### src/rtl/mboot_key_ctrl.sv
// mboot_key_ctrl
//   Requester side of the multiboot interface. Turns the raw user key into the
//   active-low reboot request and the dynamic boot address for EG_LOGIC_MBOOT.
//   A short press steps the selected image (shown one-hot on RGB_LED). A long
//   press latches the boot address of the selected image and fires the reboot.
//
//   state | meaning
//   ------+-----------------------------------------------------------------
//   IDLE  | key released, waiting for a debounced press
//   HOLD  | key pressed, hold counter running toward LONG_CYC
//   FIRE  | boot address latched, REBOOT_N pulse in progress
//   DONE  | pulse finished, key ignored until reset
//
// Ports
//   CLK_IN    in   1  system clock
//   RST       in   1  synchronous reset, active-high
//   KEY_N     in   1  raw key, asynchronous, low = pressed
//   REBOOT_N  out  1  reboot request, active-low pulse of PULSE_CYC cycles
//   BOOT_ADDR out  8  boot address, updated only on HOLD->FIRE
//   RGB_LED   out  3  one-hot selected image, 3'b111 once reboot is pending
//   BUSY      out  1  high from long-press fire onwards
module mboot_key_ctrl #(
    parameter int unsigned DEBOUNCE_CYC = 240_000,
    parameter int unsigned LONG_CYC     = 48_000_000,
    parameter int unsigned PULSE_CYC    = 16,
    parameter int unsigned NUM_IMG      = 3,
    parameter logic [7:0]  BASE_ADDR    = 8'h00,
    parameter logic [7:0]  ADDR_STEP    = 8'h0a
) (
    input  logic       CLK_IN,
    input  logic       RST,
    input  logic       KEY_N,
    output logic       REBOOT_N,
    output logic [7:0] BOOT_ADDR,
    output logic [2:0] RGB_LED,
    output logic       BUSY
);

    localparam int DEB_W   = $clog2(DEBOUNCE_CYC) + 1;
    localparam int HOLD_W  = $clog2(LONG_CYC) + 1;
    localparam int PULSE_W = $clog2(PULSE_CYC) + 1;
    localparam int SEL_W   = (NUM_IMG > 1) ? $clog2(NUM_IMG) : 1;

    localparam logic [DEB_W-1:0]   DEB_LAST   = DEB_W'(DEBOUNCE_CYC - 1);
    localparam logic [HOLD_W-1:0]  HOLD_LAST  = HOLD_W'(LONG_CYC - 1);
    localparam logic [HOLD_W-1:0]  HOLD_MAX   = HOLD_W'(LONG_CYC);
    localparam logic [PULSE_W-1:0] PULSE_LAST = PULSE_W'(PULSE_CYC - 1);
    localparam logic [SEL_W-1:0]   SEL_LAST   = SEL_W'(NUM_IMG - 1);

    typedef enum logic [1:0] {
        S_IDLE = 2'd0,
        S_HOLD = 2'd1,
        S_FIRE = 2'd2,
        S_DONE = 2'd3
    } state_e;

    logic             key_s1_q, key_s2_q;
    logic             deb_q;          // debounced key, 1 = released
    logic [DEB_W-1:0] deb_cnt_q;

    state_e             state_q, state_d;
    logic [HOLD_W-1:0]  hold_cnt_q, hold_cnt_d;
    logic [PULSE_W-1:0] pulse_cnt_q, pulse_cnt_d;
    logic [SEL_W-1:0]   sel_q, sel_d;
    logic [7:0]         addr_q, addr_d;
    logic               reboot_n_q, reboot_n_d;
    logic [7:0]         addr_calc;

    // Synchronizer and debounce. The debounced level flips on the
    // DEBOUNCE_CYC-th consecutive synced sample that disagrees with it.
    always_ff @(posedge CLK_IN) begin
        if (RST) begin
            key_s1_q  <= 1'b1;
            key_s2_q  <= 1'b1;
            deb_q     <= 1'b1;
            deb_cnt_q <= '0;
        end else begin
            key_s1_q <= KEY_N;
            key_s2_q <= key_s1_q;
            if (key_s2_q != deb_q) begin
                if (deb_cnt_q == DEB_LAST) begin
                    deb_q     <= key_s2_q;
                    deb_cnt_q <= '0;
                end else begin
                    deb_cnt_q <= deb_cnt_q + 1'b1;
                end
            end else begin
                deb_cnt_q <= '0;
            end
        end
    end

    assign addr_calc = BASE_ADDR + ADDR_STEP * 8'(sel_q);

    always_comb begin
        state_d     = state_q;
        hold_cnt_d  = hold_cnt_q;
        pulse_cnt_d = pulse_cnt_q;
        sel_d       = sel_q;
        addr_d      = addr_q;
        reboot_n_d  = (state_q != S_FIRE);
        case (state_q)
            S_IDLE: begin
                if (!deb_q) begin
                    state_d    = S_HOLD;
                    hold_cnt_d = '0;
                end
            end
            S_HOLD: begin
                if (hold_cnt_q != HOLD_MAX) begin
                    hold_cnt_d = hold_cnt_q + 1'b1;
                end
                // Long press is checked first so it wins over a coincident release.
                if (hold_cnt_q == HOLD_LAST) begin
                    state_d     = S_FIRE;
                    pulse_cnt_d = '0;
                    addr_d      = addr_calc;
                end else if (deb_q) begin
                    state_d = S_IDLE;
                    sel_d   = (sel_q == SEL_LAST) ? '0 : sel_q + 1'b1;
                end
            end
            S_FIRE: begin
                if (pulse_cnt_q == PULSE_LAST) begin
                    state_d = S_DONE;
                end else begin
                    pulse_cnt_d = pulse_cnt_q + 1'b1;
                end
            end
            S_DONE: begin
                state_d = S_DONE;
            end
            default: begin
                state_d = S_IDLE;
            end
        endcase
    end

    // REBOOT_N is registered from the state, so it goes low one cycle after
    // entering FIRE and stays low for exactly PULSE_CYC cycles.
    always_ff @(posedge CLK_IN) begin
        if (RST) begin
            state_q     <= S_IDLE;
            hold_cnt_q  <= '0;
            pulse_cnt_q <= '0;
            sel_q       <= '0;
            addr_q      <= BASE_ADDR;
            reboot_n_q  <= 1'b1;
        end else begin
            state_q     <= state_d;
            hold_cnt_q  <= hold_cnt_d;
            pulse_cnt_q <= pulse_cnt_d;
            sel_q       <= sel_d;
            addr_q      <= addr_d;
            reboot_n_q  <= reboot_n_d;
        end
    end

    assign BUSY      = (state_q == S_FIRE) || (state_q == S_DONE);
    assign REBOOT_N  = reboot_n_q;
    assign BOOT_ADDR = addr_q;
    assign RGB_LED   = BUSY ? 3'b111 : (3'b001 << sel_q);

endmodule
### config.mk
export PLATFORM = sky130hd
export DESIGN_NAME = mboot_key_ctrl
export DESIGN_NICKNAME = d
export VERILOG_FILES = /design/src/rtl/mboot_key_ctrl.sv
export SDC_FILE = /design/constraint.sdc
export NUM_CORES = 1
export LEC_CHECK = 0
export CAP_MARGIN = 5
export CORE_UTILIZATION = 45
export DETAILED_ROUTE_END_ITERATION = 10
export PLACE_DENSITY_LB_ADDON = 0.15
export SYNTH_ARGS = -nofsm -noshare
export SYNTH_HDL_FRONTEND = slang
export SYNTH_SLANG_ARGS = --single-unit
### constraint.sdc
create_clock -name CLK_IN -period 4.1 [get_ports CLK_IN]
set_input_delay 0.615 -clock CLK_IN [delete_from_list [all_inputs] [get_ports CLK_IN]]
set_output_delay 0.615 -clock CLK_IN [all_outputs]
set_load 0.01 [all_outputs]
==> results.py <==
metrics = {
    "sta": {
        "rsz0062_at_grt": "false",
        "finalClockSkew_ps": 7.92,
        "tightest_slew_ps": 685,
        "clock.fmax_mhz": 416,
        "setup_ws_ps": 1700,
        "period_share": 0.586,
        "fin_setup_tns_ps": 0,
        "hold_violations": 0,
        "relSlewSlack": 0.542,
        "setup_viol": 0,
        "slew_violations": 0,
        "holdWs_ps": 413,
        "fin_crit_ps": 2400,
    },
    "routing": {
        "wl_um": 6440,
        "route.detailed.drc": 0,
        "antenna_left": 0,
        "drt_first_pass_iters": 5,
        "drt_iter0_markers": 154,
        "wl_per_cell_um": 13.8,
        "viasPerCell": 5.49,
        "routed-via-count": 2562,
    },
    "die": {
        "fp-row-count": 30,
        "start_util": 0.463,
        "die_h_um": 85.6,
        "io_pins": 16,
        "die_w_um": 85.6,
        "core_area_um2": 6790,
        "die-area_um2": 7330,
    },
    "yosys": {
        "ys_types": 62,
        "synth_warnings": 0,
        "synth.top_cell.area_share": 0.388,
        "synth_area_leaders": "dfxtp_1, nor2_1, a21oi_1, xor2_1, nand2_1",
        "avgSynthCellArea_um2": 8.72,
        "synthCells": 361,
        "ys_seq_area_frac": 0.388,
        "yosysMostFrequentCell": "dfxtp_1",
        "ys.flop_type": "dfxtp_1",
        "synth_seq_cells": 61,
        "syn_area_um2": 3150,
        "synth.largest_area_cell": "dfxtp_1",
        "synthTopCellsByCount": "dfxtp_1, nor2_1, nand2_1",
        "synth-edff-count": 0,
        "async_flop_share": 0,
    },
    "pwr": {
        "p_leak_nw": 1.16,
        "powerDensity_nw_per_um2": 331,
        "irDropWorstVdd_mv": 0.200,
    },
    "clocking": {
        "ctsResizeCount": 0,
        "cts_made_buffers": 9,
        "ctsHtreeMaxLevel": 3,
        "clk_latency_ps": 330,
        "path_clk_slew_ps": 60,
        "clock_sinks": 61,
        "cts_hold_buf": 0,
        "cts_buffer_depth": 2,
        "tritoncts": "done",
        "cts-root-buf": "clkbuf_8",
        "cts_setup_buffers": 0,
    },
    "critical_path": {
        "r2r_slack_ps": 2050,
        "crit_path_cell_trace": "or2_2, clkdlybuf4s50_1",
        "critPathBufInv": 1,
        "arrival_ps": 1790,
        "r2r-end": "pulse_cnt_q[0]$_SDFFE_PP0P_",
        "critPathMaxFanout": 18,
        "cp-start-kind": "flop",
        "cp-end-kind": "primary output",
        "critPathLaunch": "state_q[1]$_SDFFE_PP0P_",
        "cp_slowest_cell": "dfxtp_1",
        "worstSetupPathType": "flop to primary output",
        "slowest_delay_ps": 710,
        "reg2regPathDepth": 6,
        "r2r-start": "hold_cnt_q[0]$_SDFFE_PP0P_",
        "cp_top_family": "flip-flops",
        "cp.required_ps": 3480,
    },
    "placement": {
        "gp_congestion": 0.842,
        "dp_slack_ps": 1710,
        "io_buffers": 11,
        "placed_cells": 452,
        "dpl.hpwl_um": 4480,
        "dpl_cell_area_um2": 3260,
    },
    "global_routing": {
        "overflow": 0,
        "grt_max_degree": 24,
        "antenna_found_initial": 0,
        "grt_pass1_wl_um": 11000,
        "grt_pass1_vias": 2318,
        "grt_use_total": 0.190,
    },
    "cells_and_area": {
        "drive_gt1_frac": 0.129,
        "n_antenna_cell": 0,
        "fin_nets": 375,
        "stdcell_area_um2": 3460,
        "final_cells": 467,
        "syn2layout_area_growth_pct": 9.98,
    },
    "worst_hold_path": {
        "hold-path-cell-count": 1,
        "hold_path_startpoint": "key_s1_q$_SDFF_PP1_",
        "min_to": "key_s2_q$_SDFF_PP1_",
        "hold_class": "flop to flop",
    },
    "status": {
        "status": "finished, final reports clean",
    },
    "run": {
        "maxCapViolCount": 0,
    },
}
-- logic make-up after synthesis --
logic type | Yosys count | synth area share
flops | 61 | 0.388
compound gates | 65 | 0.133
buf+inv | 29 | 0.0545
simple gates | 173 | 0.326
other cells | 1 | 0.00119
fa+ha+maj | 5 | 0.0199
mux | 6 | 0.0195
xor+xnor | 21 | 0.0584
-- final cells by class --
class	count	area [µm²]
Clock buffer	11	151
Clock inverter	4	47.5
Fill cell	680	3330
Inverter	8	30.0
Multi-Input combinational cell	274	1770
Sequential cell	61	1220
Tap cell	96	120
Timing Repair Buffer	13	125
-- metal layers --
layer	vias to the layer above	wire length, µm	GRT usage
met4	0	106	0.0939
met3	9	266	0.0404
met1	1200	3300	0.264
met2	46	2760	0.281
li1	1307	-	-
met5	-	0	0
-- registers in the layout (all words and copies together), names as in the netlist --
register	cells
sel_q	2
hold_cnt_q	27
state_q	2
key_s2_q	1
REBOOT_N	1
BOOT_ADDR	2
key_s1_q	1
deb_cnt_q	19
pulse_cnt_q	5
deb_q	1
-- layout by cell type, fill, tap and decap left out, drive strengths merged, types with 7 or more instances in the layout --
cell and count:
o21ai 12, nor3 10, xor2 12, clkbuf 11, nand2 28, and3 11, clkdlybuf4s50 11, dfxtp 61
a31oi 7, or2 8, inv 8, nand3 22, nor2 46, xnor2 9, nor4 9, a21oi 21
nand4 11
-- how the worst max path moves through the flow --
stage	slack [ps]	endpoint	depth (start not counted)
global placement	1750	hold_cnt_q[11]$_SDFFE_PP0P_	6
finish	1700	RGB_LED[0]	2
floorplan	2310	pulse_cnt_q[0]$_SDFFE_PP0P_	6
global route	1610	RGB_LED[0]	2
CTS	1680	RGB_LED[0]	2
detailed placement	1710	hold_cnt_q[8]$_SDFFE_PP0P_	6
-- power by group --
part	leakage (nW)	internal, mW	switching, mW
clock	0.101	0.308	0.229
sequential	0.492	0.594	0.000631
combinational	0.570	0.00512	0.0111
total	1.16	0.907	0.241
-- per-stage QoR --
step | utilization | power (mW)
5_1_grt | 0.510 | 1.20
6_report | 0.510 | 1.15
2_1_floorplan | - | 0.623
3_5_place_dp | 0.480 | 0.624
4_1_cts | 0.510 | 1.16
3_3_place_gp | 0.480 | 0.624
Power figures use the tool's default switching activity.
